`src/rtl/bludge_if.sv`:
```
// Signal bundle between the bludger ball logic, the vertical player controller
// and the bludger-hit detector.
interface bludge_if;
   logic [9:0] ver_pos;
   logic [9:0] bludger_x;
   logic [9:0] bludger_y;
   logic       bludger_active;
   logic       clean_bludge;
   logic       bludged;
   logic       hit_pulse;
   logic       immune;
   logic [3:0] hit_count;

   modport master (
      output ver_pos,
      output bludger_x,
      output bludger_y,
      output bludger_active,
      output clean_bludge,
      input  bludged,
      input  hit_pulse,
      input  immune,
      input  hit_count
   );

   modport slave (
      input  ver_pos,
      input  bludger_x,
      input  bludger_y,
      input  bludger_active,
      input  clean_bludge,
      output bludged,
      output hit_pulse,
      output immune,
      output hit_count
   );
endinterface

```
`src/rtl/bludge_manager.sv`:
```
// Bludger-hit detector for one vertical player: circle-overlap test, hit
// confirmation, stun hand-off to the player controller and post-stun immunity.
module bludge_manager #(
   parameter int PLAYER_RADIUS   = 25,
   parameter int BALL_RADIUS     = 10,
   parameter int HOR_POS         = 100,
   parameter int HIT_CONFIRM     = 2,
   parameter int IMMUNITY_CYCLES = 50000000
) (
   input logic     clk,
   input logic     reset,
   bludge_if.slave bus
);

   // The confirm counter only ever holds 0..HIT_CONFIRM-1; reaching HIT_CONFIRM is the hit itself.
   localparam int CONF_W = (HIT_CONFIRM > 1) ? $clog2(HIT_CONFIRM) : 1;
   localparam int TMR_W  = (IMMUNITY_CYCLES > 1) ? $clog2(IMMUNITY_CYCLES) : 1;

   localparam logic [9:0]        HOR        = 10'(HOR_POS);
   localparam logic [20:0]       HIT_THRESH = 21'((PLAYER_RADIUS + BALL_RADIUS) *
                                                  (PLAYER_RADIUS + BALL_RADIUS));
   localparam logic [CONF_W-1:0] CONF_LAST  = CONF_W'(HIT_CONFIRM - 1);
   localparam logic [CONF_W-1:0] CONF_ONE   = CONF_W'(1);
   localparam logic [TMR_W-1:0]  TMR_LOAD   = TMR_W'(IMMUNITY_CYCLES - 1);
   localparam logic [TMR_W-1:0]  TMR_ONE    = TMR_W'(1);

   typedef enum logic [1:0] {
      ARMED   = 2'd0,
      STUNNED = 2'd1,
      IMMUNE  = 2'd2
   } state_t;

   function automatic logic [9:0] abs_diff(input logic [9:0] a, input logic [9:0] b);
      return (a >= b) ? (a - b) : (b - a);
   endfunction

   function automatic logic [19:0] square10(input logic [9:0] v);
      return {10'd0, v} * {10'd0, v};
   endfunction

   function automatic logic [3:0] sat_inc4(input logic [3:0] v);
      return (v == 4'hF) ? v : (v + 4'd1);
   endfunction

   logic [9:0]  dx;
   logic [9:0]  dy;
   logic [19:0] dx_sq;
   logic [19:0] dy_sq;
   logic [20:0] dist_sq;
   logic        overlap;
   logic        overlap_q;
   logic        hit_sample;

   state_t            state;
   state_t            state_n;
   logic [CONF_W-1:0] confirm_cnt;
   logic [CONF_W-1:0] confirm_n;
   logic [TMR_W-1:0]  timer;
   logic [TMR_W-1:0]  timer_n;
   logic              hit_pulse_r;
   logic              pulse_n;
   logic [3:0]        hit_count_r;
   logic [3:0]        count_n;

   // Unsigned distances; coordinates are taken as plain 10-bit values, no wrap handling.
   always_comb begin
      dx      = abs_diff(HOR, bus.bludger_x);
      dy      = abs_diff(bus.ver_pos, bus.bludger_y);
      dx_sq   = square10(dx);
      dy_sq   = square10(dy);
      dist_sq = {1'b0, dx_sq} + {1'b0, dy_sq};
      overlap = (dist_sq < HIT_THRESH);
   end

   always_ff @(posedge clk or posedge reset) begin
      if (reset) begin
         overlap_q <= 1'b0;
      end else begin
         overlap_q <= overlap;
      end
   end

   assign hit_sample = overlap_q & bus.bludger_active;

   always_ff @(posedge clk or posedge reset) begin
      if (reset) begin
         state       <= ARMED;
         confirm_cnt <= '0;
         timer       <= '0;
         hit_pulse_r <= 1'b0;
         hit_count_r <= 4'd0;
      end else begin
         state       <= state_n;
         confirm_cnt <= confirm_n;
         timer       <= timer_n;
         hit_pulse_r <= pulse_n;
         hit_count_r <= count_n;
      end
   end

   always_comb begin
      state_n   = state;
      confirm_n = confirm_cnt;
      timer_n   = timer;
      pulse_n   = 1'b0;
      count_n   = hit_count_r;
      case (state)
         ARMED: begin
            if (hit_sample) begin
               if (confirm_cnt == CONF_LAST) begin
                  state_n   = STUNNED;
                  confirm_n = '0;
                  pulse_n   = 1'b1;
                  count_n   = sat_inc4(hit_count_r);
               end else begin
                  confirm_n = confirm_cnt + CONF_ONE;
               end
            end else begin
               confirm_n = '0;
            end
         end
         STUNNED: begin
            // Overlap is irrelevant here; only the controller's release matters.
            if (bus.clean_bludge) begin
               state_n = IMMUNE;
               timer_n = TMR_LOAD;
            end
         end
         IMMUNE: begin
            if (timer == '0) begin
               state_n   = ARMED;
               confirm_n = '0;
            end else begin
               timer_n = timer - TMR_ONE;
            end
         end
         default: begin
            state_n   = ARMED;
            confirm_n = '0;
         end
      endcase
   end

   assign bus.bludged   = (state == STUNNED);
   assign bus.immune    = (state == IMMUNE);
   assign bus.hit_pulse = hit_pulse_r;
   assign bus.hit_count = hit_count_r;

endmodule

```
`src/flat_wrapper.sv`:
```
// flat-port wrapper written by rule: the top's interface ports become plain ports
module bludge_manager_flat 
#(
   parameter int PLAYER_RADIUS   = 25,
   parameter int BALL_RADIUS     = 10,
   parameter int HOR_POS         = 100,
   parameter int HIT_CONFIRM     = 2,
   parameter int IMMUNITY_CYCLES = 50000000
)
  (clk, reset, bus_ver_pos, bus_bludger_x, bus_bludger_y, bus_bludger_active, bus_clean_bludge, bus_bludged, bus_hit_pulse, bus_immune, bus_hit_count);
  bludge_if bus_i ();
  input logic clk;
  input logic reset;
  input wire logic [$bits(bus_i.ver_pos)-1:0] bus_ver_pos;
  input wire logic [$bits(bus_i.bludger_x)-1:0] bus_bludger_x;
  input wire logic [$bits(bus_i.bludger_y)-1:0] bus_bludger_y;
  input wire logic [$bits(bus_i.bludger_active)-1:0] bus_bludger_active;
  input wire logic [$bits(bus_i.clean_bludge)-1:0] bus_clean_bludge;
  output wire logic [$bits(bus_i.bludged)-1:0] bus_bludged;
  output wire logic [$bits(bus_i.hit_pulse)-1:0] bus_hit_pulse;
  output wire logic [$bits(bus_i.immune)-1:0] bus_immune;
  output wire logic [$bits(bus_i.hit_count)-1:0] bus_hit_count;
  assign bus_i.ver_pos = bus_ver_pos;
  assign bus_i.bludger_x = bus_bludger_x;
  assign bus_i.bludger_y = bus_bludger_y;
  assign bus_i.bludger_active = bus_bludger_active;
  assign bus_i.clean_bludge = bus_clean_bludge;
  assign bus_bludged = bus_i.bludged;
  assign bus_hit_pulse = bus_i.hit_pulse;
  assign bus_immune = bus_i.immune;
  assign bus_hit_count = bus_i.hit_count;
  bludge_manager #(.PLAYER_RADIUS(PLAYER_RADIUS), .BALL_RADIUS(BALL_RADIUS), .HOR_POS(HOR_POS), .HIT_CONFIRM(HIT_CONFIRM), .IMMUNITY_CYCLES(IMMUNITY_CYCLES)) u_core (.clk(clk), .reset(reset), .bus(bus_i));
endmodule
```
`config.mk`:
```
export PLATFORM = sky130hd
export DESIGN_NAME = bludge_manager_flat
export DESIGN_NICKNAME = d
export VERILOG_FILES = /design/src/rtl/bludge_if.sv /design/src/rtl/bludge_manager.sv /design/src/flat_wrapper.sv
export SDC_FILE = /design/constraint.sdc
export NUM_CORES = 1
export LEC_CHECK = 0
export CAP_MARGIN = 10
export CORE_AREA = 4 4 163 165
export DETAILED_ROUTE_END_ITERATION = 8
export DIE_AREA = 0 0 167 169
export PLACE_DENSITY = 0.53
export SLEW_MARGIN = 0
export SYNTH_ARGS = -nofsm -noshare
export SYNTH_HDL_FRONTEND = slang
export SYNTH_SLANG_ARGS = --single-unit
```
`constraint.sdc`:
```
create_clock -name clk -period 4 [get_ports clk]
set_input_delay 0.8 -clock clk [delete_from_list [all_inputs] [get_ports clk]]
set_output_delay 0.8 -clock clk [all_outputs]
set_load 0.02 [all_outputs]
```
==> results of run 1 <==
-- cell type report --
type / instances / area [um2] / share of cell area (%)
multi-input combinational: 703 / 7270 / 62.3
clock buffer: 6 / 129 / 1.10
tap: 330 / 413 / 3.54
sequential: 35 / 876 / 7.50
timing repair buffer: 267 / 2100 / 18.0
inverter: 228 / 868 / 7.44
clock inverter: 2 / 12.5 / 0.107
-- cells in the final DEF, fill, tap and decap left out, types with 5 or more instances in the layout --
cell type        count
ha_1               102
nor3_1              16
clkdlybuf4s50_1     34
clkbuf_16            5
nand2b_1            12
inv_2                7
nand3_1             11
fa_1               129
buf_4              223
o21ai_0             15
nor2_2               6
o21ai_2              5
mux2i_1             10
xor2_1              19
dfrtp_1             35
xnor2_1             34
nor2_1              89
nand2_1             62
inv_1              219
a21oi_2              6
nor4_1               5
ha_4                12
a21oi_1             32
nor2b_1             10
mux2_2               5
or2_2                9
a21o_1              12
-- synthesized netlist by cell type (3+ instances only) --
cell type and n:
fa_1 133, nand2_1 63, o21ai_0 17, mux2_2 5, o21bai_1 4, xnor2_1 38, and3_1 4, or2_2 12
nor4_1 8, mux2i_1 13, buf_2 6, a211oi_1 4, nor2_1 95, xor2_1 19, ha_1 114, clkbuf_1 10
a21oi_1 38, inv_1 227, or3_1 3, nor2b_1 10, a31oi_1 4, nand2b_1 14, nand4_1 4, o21ai_1 4
dfrtp_1 35, o22ai_1 3, o31ai_1 4, o21a_1 4, a21o_1 12, nand3_1 14, nor3_1 16
-- worst max-delay path, delay by kind of cell --
| family | cells | cell delay, ns |
|---|---|---|
| multiplexers | 1 | 0.16 |
| AND/OR/NAND/NOR | 8 | 1.18 |
| AO/OA/AOI/OAI | 6 | 1.24 |
| XOR/XNOR | 1 | 0.13 |
| adder cells (fa/ha/maj) | 9 | 3.93 |
| buffers and inverters | 8 | 1.17 |
-- cells by family (layout without fill, tap and decap cells) --
group	count (synthesis)	in the layout	share of synthesized area [%]
adder cells (fa/ha/maj)	247	247	47.2
flip-flops	35	35	10.1
XOR/XNOR	58	58	5.95
buffers and inverters	246	503	10.9
AO/OA/AOI/OAI	120	120	9.24
multiplexers	18	18	2.15
AND/OR/NAND/NOR	260	260	14.4
-- registers in the layout, indices dropped and copies added, names as in the netlist --
name	flops
u_core.state	2
u_core.timer	26
u_core.overlap_q	1
u_core.bus.hit_count	4
u_core.confirm_cnt	1
u_core.bus.hit_pulse	1
-- how the worst max path moves through the flow --
| stage | to | slack [ns] | cells after the start |
|---|---|---|---|
| 4_1_cts | u_core.overlap_q$_DFF_PP0_ | -4.43 | 33 |
| 3_5_place_dp | u_core.overlap_q$_DFF_PP0_ | -5.32 | 32 |
| 6_report | u_core.overlap_q$_DFF_PP0_ | -4.44 | 33 |
| 5_1_grt | u_core.overlap_q$_DFF_PP0_ | -4.83 | 33 |
| 3_3_place_gp | u_core.overlap_q$_DFF_PP0_ | -5.07 | 35 |
| 2_1_floorplan | u_core.overlap_q$_DFF_PP0_ | -4.16 | 32 |
-- per-stage QoR --
| stage | cell area (um2) | util, % | hold slack [ns] |
|---|---|---|---|
| 6_report | 11700 | 46.6 | 0.505 |
| 3_3_place_gp | 11100 | 44.5 | 0.489 |
| 2_1_floorplan | 8880 | - | 0.462 |
| 3_5_place_dp | 11100 | 44.5 | 0.491 |
| 4_1_cts | 11700 | 46.6 | 0.507 |
| 5_1_grt | 11700 | 46.6 | 0.532 |
-- layer usage --
layer / vias up / wire (um) / track usage, %
met4: 0 / 308 / 2.38
li1: 3598 / - / -
met5: - / 0 / 0
met2: 54 / 9990 / 26.4
met1: 3423 / 9680 / 20.6
met3: 14 / 276 / 0.864
-- what timing repair did --
action	in CTS	in global routing
resized for setup	52	4
pin swaps	36	2
cloned	1	0
endpoints found under the setup margin	1	1
buffers inserted	20	0
hold buffers	0	0
==> results_dict.tcl, run 1 <==
set metrics [dict create \
    status "complete, but fails checks" \
    violations "setup timing" \
    clk_pin_slew_worst_paths_ns 0.06 \
    pre_cts_ws_ns -5.32 \
    yosysTopAreaCellShare_pct 30.8 \
    io_buffers 40 \
    syn_area_um2 8660 \
    post-route-min-period_ns 8.44 \
    rrSetupSlack_ns 1.19 \
    max_freq_mhz 118 \
    setup_slack_ns -4.44 \
    critPathKind "input port to flip-flop" \
    min_to "u_core.timer[23]$_DFFE_PP0P_" \
    hold_depth 2 \
    synth_ff_type "dfrtp_1" \
    crit_top_cell "fa_1" \
    crit_required_ns 4.17 \
    synth_cell_types 71 \
    cpPeakStageDelay_ns 0.54 \
    grt_max_degree 36 \
    synth_edf_count 0 \
    finalHoldViolCount 0 \
    routed_wl_um 20300 \
    cts_tree "built" \
    ioPinCount 41 \
    finalClockSkew_ns 0.00500 \
    synth_nets 1265 \
    cpMaxStageDelayCell "fa_1" \
    start_util_pct 34.6 \
    reg2reg_from "u_core.timer[12]$_DFFE_PP0P_" \
    ctsLongestPathBuffers 2 \
    die_w_um 167 \
    yosysWarningCount 0 \
    grt_overflow_total 0 \
    vias 7089 \
    vias_per_cell 4.51 \
    maxSlewHeadroom_pct 49.8 \
    syn-instance-count 984 \
    synth_top_area_cell "fa_1" \
    nFillCells 2484 \
    hold_path.class "flip-flop to flip-flop" \
    core-area_um2 25000 \
    drc 0 \
    crit_path_start "bus_bludger_y[4]" \
    max_cap_viol_count 0 \
    setup_viol 1 \
    slew_viol_final 0 \
    area_delta_synth_final_pct 34.9 \
    placed_cells 1542 \
    ys_ff_latch 35 \
    ant_nets 0 \
    hp-start "u_core.timer[23]$_DFFE_PP0P_" \
    avgSynthCellArea_um2 8.80 \
    drive_above_1_share_pct 26.9 \
    synthTopCellsByArea "fa_1, ha_1, dfrtp_1" \
    dr.pass1.iters 4 \
    dieArea_um2 28200 \
    grt_usage_pct 14.9 \
    antenna_found_initial 0 \
    drtIter0Drc 265 \
    num_antenna_cells 0 \
    layoutNonFillerInstCount 1571 \
    r2r-end "u_core.timer[13]$_DFFE_PP0P_" \
    grt_pass1_wl_um 35700 \
    die_y_um 169 \
    cts_made_buffers 5 \
    routabilityCongestion 0.808 \
    dp_hpwl_um 17800 \
    yosysSeqAreaShare_pct 10.1 \
    grt_pass1_vias 7602 \
    path_max_fanout 5 \
    std_cell_rows 58 \
    clockRootBuffer "clkbuf_16" \
    crit_path_end_kind "flip-flop" \
    crit_arrival_ns 8.61 \
    fin_crit_sh_pct 211 \
    cts_sinks 35 \
    setup_tns_ns -4.44 \
    clk_latency_ns 0.27 \
    nets 1521 \
    h-tree-depth 2 \
    r2r_cells 8 \
    drt-wirelength-per-cell_um 12.9 \
    startpoint_type "input port" \
    ys_async_sr_fraction_pct 100 \
    rsz0062_at_grt "true" \
    worstMarginPinSlew_ns 0.750 \
]
Power of run 1 is left out: the tool's default activity adds up to more than one toggle a clock period on the data nets, which glitch-free logic cannot reach.
==> run 2: changes to the inputs <==
CORE_AREA = 2 2 161 163   (was 4 4 163 165)
DIE_AREA = 0 0 163 165   (was 0 0 167 169)
==> run 2 against run 1 <==
  * The run still ends with setup timing left
  * First-iteration DRC count is 16% lower
  * Sequential share of layout area is 0.14 points lower
  * Flip-flop and latch count stayed put
  * Cell count is 0.45% higher
  * Routed wire length is 0.62% lower
  * Core utilization is 0.90 points higher
  * Cell area is 1.9% higher
  * Non-clock buffer count is 7 higher
  * Critical path type unchanged
  * Highest routed layer is now met3
==> results_dict.tcl, run 2 (synthesized netlist as in run 1, its figures left out) <==
set metrics [dict create \
    crit_required_ns 4.17 \
    reg2reg_from "u_core.timer[12]$_DFFE_PP0P_" \
    antenna_found_initial 0 \
    dp_hpwl_um 17400 \
    drive_above_1_share_pct 28.6 \
    clk_pin_slew_worst_paths_ns 0.05 \
    grt_max_degree 36 \
    grt_usage_pct 16.4 \
    area_delta_synth_final_pct 37.5 \
    h-tree-depth 2 \
    path_depth 34 \
    r2r_cells 7 \
    grt_pass1_vias 7690 \
    start_util_pct 34.6 \
    max_freq_mhz 121 \
    io_buffers 40 \
    startpoint_type "input port" \
    dr.pass1.iters 4 \
    die_w_um 163 \
    violations "setup timing" \
    maxSlewHeadroom_pct 48.8 \
    ctsLongestPathBuffers 2 \
    cpMaxStageDelayCell "fa_1" \
    die_y_um 165 \
    grt_overflow_total 0 \
    most-common-layout-cells "buf_4, inv_1, fa_1" \
    routed_wl_um 20100 \
    crit_arrival_ns 8.44 \
    largest_reg_flops 26 \
    crit_path_start "bus_ver_pos[0]" \
    slew_viol_final 0 \
    r2r-end "u_core.confirm_cnt$_DFFE_PP0P_" \
    vias_per_cell 4.54 \
    nets 1528 \
    layout_commonest_cell "buf_4" \
    ioPinCount 41 \
    grt_pass1_wl_um 36100 \
    dieArea_um2 26900 \
    setup_tns_ns -4.26 \
    cpPeakStageDelay_ns 0.57 \
    clockRootBuffer "clkbuf_16" \
    finalClockSkew_ns 0.00744 \
    clk_latency_ns 0.28 \
    path_max_fanout 7 \
    setup_viol 1 \
    cts_sinks 35 \
    ctsHoldBuffers 0 \
    cts_made_buffers 5 \
    critPathKind "input port to flip-flop" \
    cts_tree "built" \
    hold_path.class "flip-flop to flip-flop" \
    routabilityCongestion 0.839 \
    fin_crit_sh_pct 207 \
    vias 7162 \
    crit_top_cell "fa_1" \
    crit_buf_inv 10 \
    post-route-min-period_ns 8.26 \
    drc 0 \
    setup_slack_ns -4.26 \
    cp-endpoint "u_core.overlap_q$_DFF_PP0_" \
    std_cell_rows 58 \
    rsz0062_at_grt "true" \
    crit_path_end_kind "flip-flop" \
    status "complete, but fails checks" \
    finalHoldViolCount 0 \
    top_register "u_core.timer" \
    num_antenna_cells 0 \
    cpLargestDelayFamily "adder cells" \
    core-area_um2 25000 \
    worstMarginPinSlew_ns 0.765 \
    drtIter0Drc 223 \
    rrSetupSlack_ns 1.19 \
    drt-wirelength-per-cell_um 12.8 \
    ant_nets 0 \
    max_cap_viol_count 0 \
]
run 2: how the worst min path moves through the flow:
stage | startpoint | cells after the start | endpoint | slack (ns)
after floorplan | u_core.timer[0]$_DFFE_PP0P_ | 1 | u_core.timer[0]$_DFFE_PP0P_ | 0.46
after detailed placement | u_core.timer[23]$_DFFE_PP0P_ | 2 | u_core.timer[23]$_DFFE_PP0P_ | 0.50
after global placement | u_core.timer[0]$_DFFE_PP0P_ | 1 | u_core.timer[0]$_DFFE_PP0P_ | 0.49
final | u_core.timer[0]$_DFFE_PP0P_ | 1 | u_core.timer[0]$_DFFE_PP0P_ | 0.50
after global routing | u_core.timer[23]$_DFFE_PP0P_ | 2 | u_core.timer[23]$_DFFE_PP0P_ | 0.53
after CTS | u_core.timer[0]$_DFFE_PP0P_ | 1 | u_core.timer[0]$_DFFE_PP0P_ | 0.50
run 2: final cells by class:
cell class | instances | area (um2)
Tap cell | 330 | 413
Sequential cell | 35 | 876
Inverter | 228 | 870
Clock inverter | 2 | 12.5
Clock buffer | 6 | 129
Timing Repair Buffer | 274 | 2170
Multi-Input combinational cell | 703 | 7430
Fill cell | 2428 | 13100
run 2: repair_timing:
action | in CTS | in global routing
resized for setup | 89 | 4
cloned | 0 | 0
endpoints found under the setup margin | 1 | 1
pin swaps | 62 | 1
setup buffers | 30 | 0
run 2: per-stage QoR:
stage | hold WS, ns | instances | cell area [um2] | worst slack [ns] | utilization [%]
2_1_floorplan | 0.462 | 984 | 8880 | -4.16 | -
3_3_place_gp | 0.487 | 1540 | 11100 | -5.09 | 44.4
3_5_place_dp | 0.496 | 1540 | 11100 | -5.29 | 44.4
4_1_cts | 0.503 | 1578 | 11900 | -4.29 | 47.4
5_1_grt | 0.530 | 1578 | 11900 | -4.74 | 47.5
6_report | 0.498 | 1578 | 11900 | -4.26 | 47.5
run 2: layer usage:
layer | track usage (%) | wire length (um) | part of all wire, %
met5 | 0 | 0 | 0
met3 | 1.13 | 328 | 1.6
met2 | 29.7 | 10100 | 50
met1 | 22.5 | 9680 | 48
met4 | 0.845 | 0 | 0
run 2: worst reg2reg max path, cell delays in order (launching register included):
cell,delay (ns)
dfrtp_1,0.43
or4_4,0.60
nor4_4,0.21
nor3b_4,0.36
nand2_2,0.08
or3_1,0.45
a21oi_1,0.22
mux2_2,0.35
Power of run 2 is left out for the same reason.
